`src/rtl/psa_loader.sv`:
```
`default_nettype none
//============================================================================
// Module   : psa_loader
// Purpose  : Parses framed commands (CMD, ADDR, LEN, LEN data bytes) from a
//            valid/ready byte stream, writes the bytes into the pattern or
//            block BRAM, then publishes start/length for the search engine
//            and pulses load_done.
// Revision : 1.0 - initial release
//============================================================================
module psa_loader #(
  parameter int                ADDR_W  = 8,
  parameter int                DATA_W  = 8,
  parameter logic [DATA_W-1:0] CMD_PAT = 8'h50,
  parameter logic [DATA_W-1:0] CMD_BLK = 8'h42
) (
  input  logic              CLK100MHZ,
  input  logic              reset,
  input  logic [DATA_W-1:0] in_byte,
  input  logic              in_valid,
  output logic              in_ready,
  input  logic              search_busy,
  output logic              wea_p,
  output logic              wea_b,
  output logic [ADDR_W-1:0] addra,
  output logic [DATA_W-1:0] dina,
  output logic [ADDR_W-1:0] p,
  output logic [ADDR_W-1:0] pl,
  output logic [ADDR_W-1:0] b,
  output logic [ADDR_W-1:0] bl,
  output logic              load_done,
  output logic              err
);

  // Frame parser states
  localparam logic [2:0] S_IDLE = 3'd0;
  localparam logic [2:0] S_ADDR = 3'd1;
  localparam logic [2:0] S_LEN  = 3'd2;
  localparam logic [2:0] S_DATA = 3'd3;
  localparam logic [2:0] S_DONE = 3'd4;

  logic [2:0]        r_state;
  logic              r_tgt_blk;   // 1 = block BRAM, 0 = pattern BRAM
  logic [ADDR_W-1:0] r_start;     // frame start address
  logic [ADDR_W-1:0] r_ptr;       // next write address
  logic [ADDR_W-1:0] r_len;       // frame length as received
  logic [ADDR_W-1:0] r_rem;       // data bytes still expected

  logic w_accept;
  logic w_cmd_ok;
  logic w_len_zero;

  assign w_accept   = in_valid & in_ready;
  assign w_cmd_ok   = (in_byte == CMD_PAT) || (in_byte == CMD_BLK);
  assign w_len_zero = (in_byte == '0);

  // Ready depends only on state and busy; held low while in reset
  always_comb begin
    in_ready = 1'b0;
    if (reset) begin
      case (r_state)
        S_IDLE:                 in_ready = ~search_busy;
        S_ADDR, S_LEN, S_DATA:  in_ready = 1'b1;
        default:                in_ready = 1'b0;
      endcase
    end
  end

  // Frame parser: state, target select, pointer and remaining count
  always_ff @(posedge CLK100MHZ or negedge reset) begin
    if (!reset) begin
      r_state   <= S_IDLE;
      r_tgt_blk <= 1'b0;
      r_start   <= '0;
      r_ptr     <= '0;
      r_len     <= '0;
      r_rem     <= '0;
    end else begin
      case (r_state)
        S_IDLE: begin
          if (w_accept && w_cmd_ok) begin
            r_tgt_blk <= (in_byte == CMD_BLK);
            r_state   <= S_ADDR;
          end
        end
        S_ADDR: begin
          if (w_accept) begin
            r_start <= ADDR_W'(in_byte);
            r_ptr   <= ADDR_W'(in_byte);
            r_state <= S_LEN;
          end
        end
        S_LEN: begin
          if (w_accept) begin
            if (w_len_zero) begin
              r_state <= S_IDLE;
            end else begin
              r_len   <= ADDR_W'(in_byte);
              r_rem   <= ADDR_W'(in_byte);
              r_state <= S_DATA;
            end
          end
        end
        S_DATA: begin
          if (w_accept) begin
            // Pointer wraps naturally at 2^ADDR_W
            r_ptr <= r_ptr + ADDR_W'(1);
            r_rem <= r_rem - ADDR_W'(1);
            if (r_rem == ADDR_W'(1)) begin
              r_state <= S_DONE;
            end
          end
        end
        S_DONE: begin
          r_state <= S_IDLE;
        end
        default: begin
          r_state <= S_IDLE;
        end
      endcase
    end
  end

  // BRAM write port: one-cycle strobe following each accepted data byte
  always_ff @(posedge CLK100MHZ or negedge reset) begin
    if (!reset) begin
      wea_p <= 1'b0;
      wea_b <= 1'b0;
      addra <= '0;
      dina  <= '0;
    end else begin
      wea_p <= 1'b0;
      wea_b <= 1'b0;
      if ((r_state == S_DATA) && w_accept) begin
        wea_p <= ~r_tgt_blk;
        wea_b <= r_tgt_blk;
        addra <= r_ptr;
        dina  <= in_byte;
      end
    end
  end

  // Status pulses and published start/length for the search engine
  always_ff @(posedge CLK100MHZ or negedge reset) begin
    if (!reset) begin
      load_done <= 1'b0;
      err       <= 1'b0;
      p         <= '0;
      pl        <= '0;
      b         <= '0;
      bl        <= '0;
    end else begin
      load_done <= 1'b0;
      err       <= 1'b0;
      if ((r_state == S_IDLE) && w_accept && !w_cmd_ok) begin
        err <= 1'b1;
      end
      if ((r_state == S_LEN) && w_accept && w_len_zero) begin
        err <= 1'b1;
      end
      if (r_state == S_DONE) begin
        load_done <= 1'b1;
        if (r_tgt_blk) begin
          b  <= r_start;
          bl <= r_len;
        end else begin
          p  <= r_start;
          pl <= r_len;
        end
      end
    end
  end

endmodule
`default_nettype wire

```
`config.mk`:
```
export PLATFORM = sky130hd
export DESIGN_NAME = psa_loader
export DESIGN_NICKNAME = d
export VERILOG_FILES = /design/src/rtl/psa_loader.sv
export SDC_FILE = /design/constraint.sdc
export NUM_CORES = 1
export LEC_CHECK = 0
export ABC_AREA = 1
export ABC_CLOCK_PERIOD_IN_PS = 1800
export BUFFER_PORTS_ARGS = -buffer_cell sky130_fd_sc_hd__buf_2
export CORE_MARGIN = 2
export CORE_UTILIZATION = 58
export CTS_BUF_LIST = sky130_fd_sc_hd__clkbuf_4 sky130_fd_sc_hd__clkbuf_8
export CTS_CLUSTER_DIAMETER = 40
export CTS_CLUSTER_SIZE = 25
export DETAILED_ROUTE_END_ITERATION = 6
export PLACE_DENSITY = 0.78
export SYNTH_ARGS = -nofsm -noshare
export SYNTH_HDL_FRONTEND = slang
export SYNTH_SLANG_ARGS = --single-unit
export TNS_END_PERCENT = 10
```
`constraint.sdc`:
```
create_clock -name CLK100MHZ -period 1.8 [get_ports CLK100MHZ]
set_clock_uncertainty 0.2 [all_clocks]
set_input_delay 0.09 -clock CLK100MHZ [delete_from_list [all_inputs] [get_ports CLK100MHZ]]
set_output_delay 0.09 -clock CLK100MHZ [all_outputs]
set_load 0.05 [all_outputs]
```
======== Word-level counts from Yosys, hierarchy flattened ========
Index checks and enable logic that the tools add are counted.
operators by class
  mux-type cells .......................... 21
  add/subtract/negate cells ............... 2
  reductions and logical operators ........ 21
  bitwise operators ....................... 4
  eq/ne operators ......................... 13
operators by type and width
  cell                   number
  $mux W8                5
  $pmux W8 S2            2
  $eq A8 B7 Y1 const B   2
  $mux W3                5
  $ne A2 B2 Y1 const B   6
  $pmux W3 S4            1
  $add A8 B1 Y8 const B  1
  $eq A8 B1 Y1 const B   1
  $logic_not A8 Y1       1
  $reduce_and A2 Y1      4
  $sub A8 B1 Y8 const B  1
  $eq A3 B2 Y1 const B   2
  $logic_and A1 B1 Y1    6
  $mux W1                6
  $reduce_and A3 Y1      2
  $reduce_and A5 Y1      1
  $reduce_and A4 Y1      1
  $reduce_bool A2 Y1     2
  $eq A3 B1 Y1 const B   1
  $eq A3 B3 Y1 const B   1
  $logic_not A3 Y1       1
  $not A1 Y1             3
  $reduce_or A3 Y1       1
  $mux W2                1
  other kinds (4)        4
storage, ports and cells
  logic and storage cells ................. 77
  input bits .............................. 12
  output and inout bits ................... 53
  register bits ........................... 88

======== Depth between registers and ports, before layout ========
Gate-level depths: netlist of run 1.
  word-level depth ........................ 9
  mapped depth ............................ 10

======== Worst setup path before layout of run 1 ========
No wires, ideal clock.
  path type ............................... reg-to-reg
  from .................................... register r_state[1]
  to ...................................... register r_len[5]
  stages on the path, launching flop included .. 11
  path slack .............................. 0.096 ns
  arrival time ............................ 1.430 ns
  buffers on the path ..................... 1
  period minus slack after synthesis ...... 1.704 ns
  cell sequence ........................... dfrtp_1 -> nor2_2 -> nand2_1 -> nand2_2 -> clkinv_2 -> nand2_2 -> nor2_4 -> nand2_4 -> buf_6 -> nand2_1 -> o21ai_2
between the ends
  cells in the longest elaborated chain, start to end .. 6
RTL lines
  element                                              line  RTL
  from (decl)                                          41    logic [2:0] r_state;
  from (signal assigned)                               71    r_state <= S_IDLE;
  from (signal assigned)                               82    r_state <= S_ADDR;
  from (signal assigned)                               89    r_state <= S_LEN;
  $eq A3 B2 Y1 / $eq A3 B1 Y1 (equally long branches)  60    case (r_state)
  $reduce_or A3 Y1                                     60
  $pmux W1 S2 *                                        60
  $mux W1 *                                            59    if (reset) begin
  via in_ready                                         20    output logic in_ready,
  $and A1 B1 Y1 *                                      52    assign w_accept = in_valid & in_ready;
  $reduce_and A3 Y1 (no line) *                        -
  to (signal assigned)                                 97    r_len <= ADDR_W'(in_byte);
  to (decl)                                            45    logic [ADDR_W-1:0] r_len;
Mark *: on every way through the listed nets, which the timed path passes. The rest lies on a longest branch.
A chain may end at the register's enable or synchronous reset.

======== Worst setup path in the final report of run 1 ========
  from .................................... input port in_byte[0]
  to ...................................... register r_len[7]
between the ends
  cells in the longest elaborated chain, start to end .. 3
RTL lines
  element                      line  RTL
  from (decl)                  18    input logic [DATA_W-1:0] in_byte,
  $logic_not A8 Y1             54    assign w_len_zero = (in_byte == '0);
  $not A1 Y1 (no line)         -
  $reduce_and A3 Y1 (no line)  -
Every way passes these cells.

==> results.cfg, run 1 <==
[pwr]
power.switching_mw = 3.677
switching_share = 0.4552
leakagePower_nw = 2.523
p_clk_frac = 0.193
ir_worst_vdd_v = 0.001062
total_power_mw = 8.077
p_int_mw = 4.400
seqPwrFrac = 0.377
powerDensity_mw_per_mm2 = 1688
p_comb_frac = 0.430

[grt]
grt_max_degree = 90
grt_remaining_overflow = 0
grt_pass1_vias = 3195
grt_antenna_before_repair = 0
track_usage = 0.2460
grt_pass1_wl_mm = 14.31

[floorplanning]
die_y_um = 86.91
die_area_sq_mm = 0.007552
io_pins = 65
die_x_um = 86.91
core-area_sq_mm = 0.006719
start_util = 0.5933
fp-row-count = 30

[drt]
routed_wl_mm = 8.549
routedWlPerCell_um = 13.46
vias_per_cell = 5.186
num_vias = 3293
drc = 0
first_pass_iters = 4
ant_nets = 0
first_iter_violations = 229

[timing]
max_clock_freq_ghz = 0.5877
tightest_slew_ps = 343.5
hold_violations = 0
finalCriticalPeriod_ps = 1701
worst_hold_slack_ps = 39.91
setup_viol = 0
max-slew-margin-rel = 0.7702
rsz0062_at_grt = yes
final_max_slew_viol_count = 0
fin_crit_sh = 0.9453

[clocking]
cts_buffer_depth = 2
tritoncts = done
clock_latency_ps = 360
postCtsSetupRepairBufs = 0
cts_made_buffers = 9
clock-root-buffer = clkbuf_8
clkSlewWorstSetupHoldPaths_ps = 90
htree_num_levels = 3
cts_sinks = 88

[final_layout]
areaGrowthSynthToFinish_pct = 20.06
diodes = 0
drive_above_1_share = 0.2216
post-route-util = 0.7123
final_common_cell = nand2_1
layout_common_cells = 143 x nand2_1, 87 x dfrtp_1, 62 x buf_2
nets = 565

[synth]
synth_area_leaders = dfrtp_1 55%, nand2_1 13%, o21ai_1 6.5%
synth-edff-count = 0
syn_nets = 485
netlist_instances = 470
synth.largest_area_cell = dfrtp_1
ys_seq_area_frac = 0.5524
syn_area_sq_mm = 0.003986
synth_cell_types = 30
synth_top_flop_cell = dfrtp_1
async_flop_share = 1.000
postSynthAreaPerCell_sq_um = 8.482
synth_top_area_frac = 0.5524
yosysWarnings = 0
ys_seq_elements = 88

[placement]
dp_hpwl_mm = 6.037
gp_congestion = 0.8741
port_buffers = 64

[critical_path]
critical_path_class = in2reg
critPathRequiredTime_ps = 1880
worst-path-buf-inv = 3
path_cells = dlygate4sd3_1 > buf_2 > inv_1 > nand3_1 > nor2_4 > nor2_4 > nand2_4 > nand2_1 > o21ai_2
worstSetupStartpointType = input pin
max_stage_delay_ps = 520
setup.worst_path.end_class = flip-flop
cp_slowest_cell = dlygate4sd3_1
arrival_ps = 1790
worst-path-max-fanout = 16
path_common_cell = nor2_4
cp_top_family = buffers and inverters

[job]
drv_cap = 0

[run_status]
status = finished, final reports clean

[hold_path]
hold_path_class = in2reg
## routing by layer
metal | GRT usage | vias to the layer above | share of wire
li1 | - | 1654 | -
met1 | 0.3120 | 1524 | 0.45
met4 | 0.1406 | 0 | 0.031
met3 | 0.04265 | 22 | 0.040
met2 | 0.3990 | 93 | 0.48
met5 | 0 | - | 0
## per-stage QoR
step                cell area, sq um  std cells  setup TNS (ps)  setup slack [ps]
finish                          4786        635               0             98.52
detailed placement              4408        608               0             116.0
floorplan                       3986        470               0             96.11
CTS                             4743        634               0             18.46
global placement                4408        608               0             190.3
global route                    4786        635          -3.242            -3.242
## cell families after synthesis
group / Yosys count / synth area share
AOI/OAI and AO/OA: 96 / 0.1353
xor gates and xnor gates: 1 / 0.002198
adders and majority gates: 3 / 0.009417
buffers and inverters: 74 / 0.07941
DFF: 88 / 0.5524
and+or+nand+nor: 208 / 0.2213
## final cells by class
type,instances,area [sq um]
sequential,88,2203
fill,556,1933
multi-input combinational,308,1468
timing repair buffer,84,550.5
inverter,59,229.0
clock buffer,9,123.9
clock inverter,7,111.4
tap,80,100.1
## power groups by stage
stage | Clock (mW) | Combinational (mW) | Sequential [mW]
finish | 1.56 | 3.48 | 3.04
global placement | 0 | 3.35 | 3.06
detailed placement | 0 | 3.45 | 3.07
floorplan | 0 | 1.73 | 3.97
CTS | 1.58 | 3.48 | 3.04
global route | 1.66 | 3.86 | 3.12
## Yosys cell counts (2+ instances only)
cell type	number
nor2_1	33
a21oi_1	3
o21ai_0	26
o21ai_2	8
nand3_1	14
nand2_2	5
ha_1	3
nor2_2	2
nand2_1	143
nor2_4	4
o21ai_1	52
inv_2	5
inv_1	53
buf_6	3
buf_1	2
buf_2	9
a22oi_1	2
dfrtp_1	88
nand4_1	4
## state kept, by name, summed over array words and instances, names as in the netlist, 8 cells and up
signal,cells
b,8
r_start,8
r_len,8
bl,8
dina,8
r_rem,8
r_ptr,8
pl,8
addra,8
p,8
## worst register-to-register path, stage by stage (launching register included)
cell and delay, ps:
dfrtp_1 410, inv_1 120, nand2_1 70, nor2_1 210, a21oi_2 110, nor2_1 180
nand2_1 120, nand2_1 70, nand2_1 50
## worst paths after layout
| kind | start | endpoint | slack, ps | cells past startpoint |
|---|---|---|---|---|
| worst max register to register | r_rem[3] | r_state[0] | 140 | 8 |
| min in group asynchronous | reset | r_rem[5] | 130 | 3 |
| worst min-delay path | search_busy | err | 40 | 6 |
| worst min register to register | r_tgt_blk | wea_p | 270 | 1 |
| worst max-delay path | in_byte[0] | r_len[7] | 100 | 9 |
| max in group asynchronous | reset | r_state[2] | 1050 | 3 |
## what timing repair did
item | in CTS | in global routing
gates resized for setup | 0 | 7
setup endpoints to repair | 0 | 4
hold buffers | 10 | 0
hold endpoints to repair | 126 | 0
Power figures use the tool's default switching activity.
==> run 2, diff against run 1 <==
--- a/config.mk
+++ b/config.mk
@@ -8,7 +8,6 @@
 export ABC_AREA = 1
 export ABC_CLOCK_PERIOD_IN_PS = 1800
 export BUFFER_PORTS_ARGS = -buffer_cell sky130_fd_sc_hd__buf_2
-export CORE_MARGIN = 2
 export CORE_UTILIZATION = 58
 export CTS_BUF_LIST = sky130_fd_sc_hd__clkbuf_4 sky130_fd_sc_hd__clkbuf_8
 export CTS_CLUSTER_DIAMETER = 40
==> results.cfg, run 2 (synthesis gave the netlist of run 1 again) <==
[critical_path]
critPathRequiredTime_ps = 1840
setup.worst_path.end = r_state[0]
critical_path_class = reg2reg
r2r_start = r_state[0]
worstSetupStartpointType = flip-flop
arrival_ps = 1760
setup.worst_path.start = r_state[0]
r2r_cells = 8
r2r_slack_ps = 80
setup.worst_path.end_class = flip-flop
reg2reg_to = r_state[0]
worst-path-max-fanout = 13

[timing]
tightest_slew_ps = 863.6
setup_viol = 0
finalCriticalPeriod_ps = 1717
worst_hold_slack_ps = 24.99
final_max_slew_viol_count = 0
hold_violations = 0
max-slew-margin-rel = 0.4242
max_clock_freq_ghz = 0.5825
fin_ws_ps = 83.20
fin_crit_sh = 0.9538

[final_layout]
nFillCells = 503
layout_common_cells = 143 x nand2_1, 87 x dfrtp_1, 63 x buf_2
diodes = 0
final_common_cell = nand2_1
nets = 566
areaGrowthSynthToFinish_pct = 18.17
final_cells = 633
final_cell_area_sq_mm = 0.004711
drive_above_1_share = 0.2230

[floorplanning]
start_util = 0.6138
die_y_um = 84.91
die_area_sq_mm = 0.007209
die_x_um = 84.91
fp-row-count = 29
io_pins = 65
core-area_sq_mm = 0.006495

[placement]
pre_cts_ws_ps = 68.04
dp_cells = 604
dp_hpwl_mm = 5.948
post_dp_cell_area_sq_mm = 0.004384
gp_congestion = 0.8561
port_buffers = 64

[hold_path]
hold_path_class = in2reg

[run_status]
violations = DRC
status = finished, violations left

[grt]
grt_pass1_wl_mm = 14.54
grt_pass1_vias = 3106
grt_remaining_overflow = 0
track_usage = 0.2609
grt_antenna_before_repair = 0
grt_max_degree = 73

[drt]
first_iter_violations = 201
ant_nets = 0
vias_per_cell = 5.220
drc = 7
num_vias = 3304
routedWlPerCell_um = 13.52
first_pass_iters = 7
routed_wl_mm = 8.561

[job]
drv_cap = 0

[clocking]
htree_num_levels = 3
cts_buffer_depth = 2
tritoncts = done
clkSlewWorstSetupHoldPaths_ps = 80
clock_latency_ps = 350
cts_made_buffers = 9
cts_sinks = 88
clock-root-buffer = clkbuf_8

[pwr]
p_int_mw = 4.171
total_power_mw = 7.832
switching_share = 0.4674
power.switching_mw = 3.661
seqPwrFrac = 0.388
p_comb_frac = 0.449
powerDensity_mw_per_mm2 = 1663
ir_worst_vdd_v = 0.001104
leakagePower_nw = 2.488
p_clk_frac = 0.162
-- run 2: cell count changes in the layout (fill, tap and decap cells not counted), sizes merged --
cell	change
clkbuf	+2
buf	+2
clkinvlp	+2
inv	-2
bufinv	-2
clkinv	-1
-- run 2: metrics by stage --
stage,TNS (ps),utilization
finish,0,0.7253
detailed placement,0,0.6750
global route,-36.18,0.7253
floorplan,0,-
CTS,0,0.7184
global placement,0,0.6750
-- run 2: worst min-delay path by stage --
stage                 from       end  slack (ps)  cells past startpoint
2_1_floorplan        reset  addra[0]        -410                      0
5_1_grt        search_busy       err          40                      6
4_1_cts        search_busy       err           5                      6
3_5_place_dp         reset   dina[6]        -120                      2
6_report       search_busy       err          20                      6
3_3_place_gp         reset   dina[6]        -120                      2
-- run 2: area by class of cell --
class	count	area [sq um]	share of cell area
multi-input cells	308	1470	0.3121
well taps	77	96.34	0.02045
flip-flops and latches	88	2203	0.4677
clock inverters	4	28.78	0.006109
clock buffers	12	152.6	0.03240
inverters	59	229.0	0.04861
repair buffers	85	530.5	0.1126
-- run 2: routing by layer --
layer / wire length (um) / global-route usage / vias up
met2: 4154 / 0.4272 / 101
li1: - / - / 1648
met4: 185 / 0.1063 / 0
met5: 0 / 0 / -
met1: 3898 / 0.3447 / 1540
met3: 323 / 0.05156 / 15
-- run 2: worst max-delay path: stages (launching register included) --
cell and delay [ps]:
dfrtp_1 460, nand2_2 160, nor2_4 50, inv_2 190
a21oi_2 70, nor2_1 180, nand2_1 130, nand2_1 100
nand2_1 70
-- run 2: power by group through the flow --
| stage | registers (mW) | logic, mW | clock network [mW] |
|---|---|---|---|
| after floorplan | 3.97 | 1.73 | 0 |
| after global placement | 3.05 | 3.35 | 0 |
| after detailed placement | 3.07 | 3.44 | 0 |
| after CTS | 3.03 | 3.47 | 1.29 |
| after global routing | 3.13 | 3.87 | 1.37 |
| final | 3.04 | 3.52 | 1.27 |
-- run 2: repair_timing --
action | in CTS | in global routing
endpoints found under the setup margin | 0 | 14
endpoints found under the hold margin | 126 | 0
resized for setup | 0 | 4
setup buffers | 0 | 3
hold buffers | 10 | 0
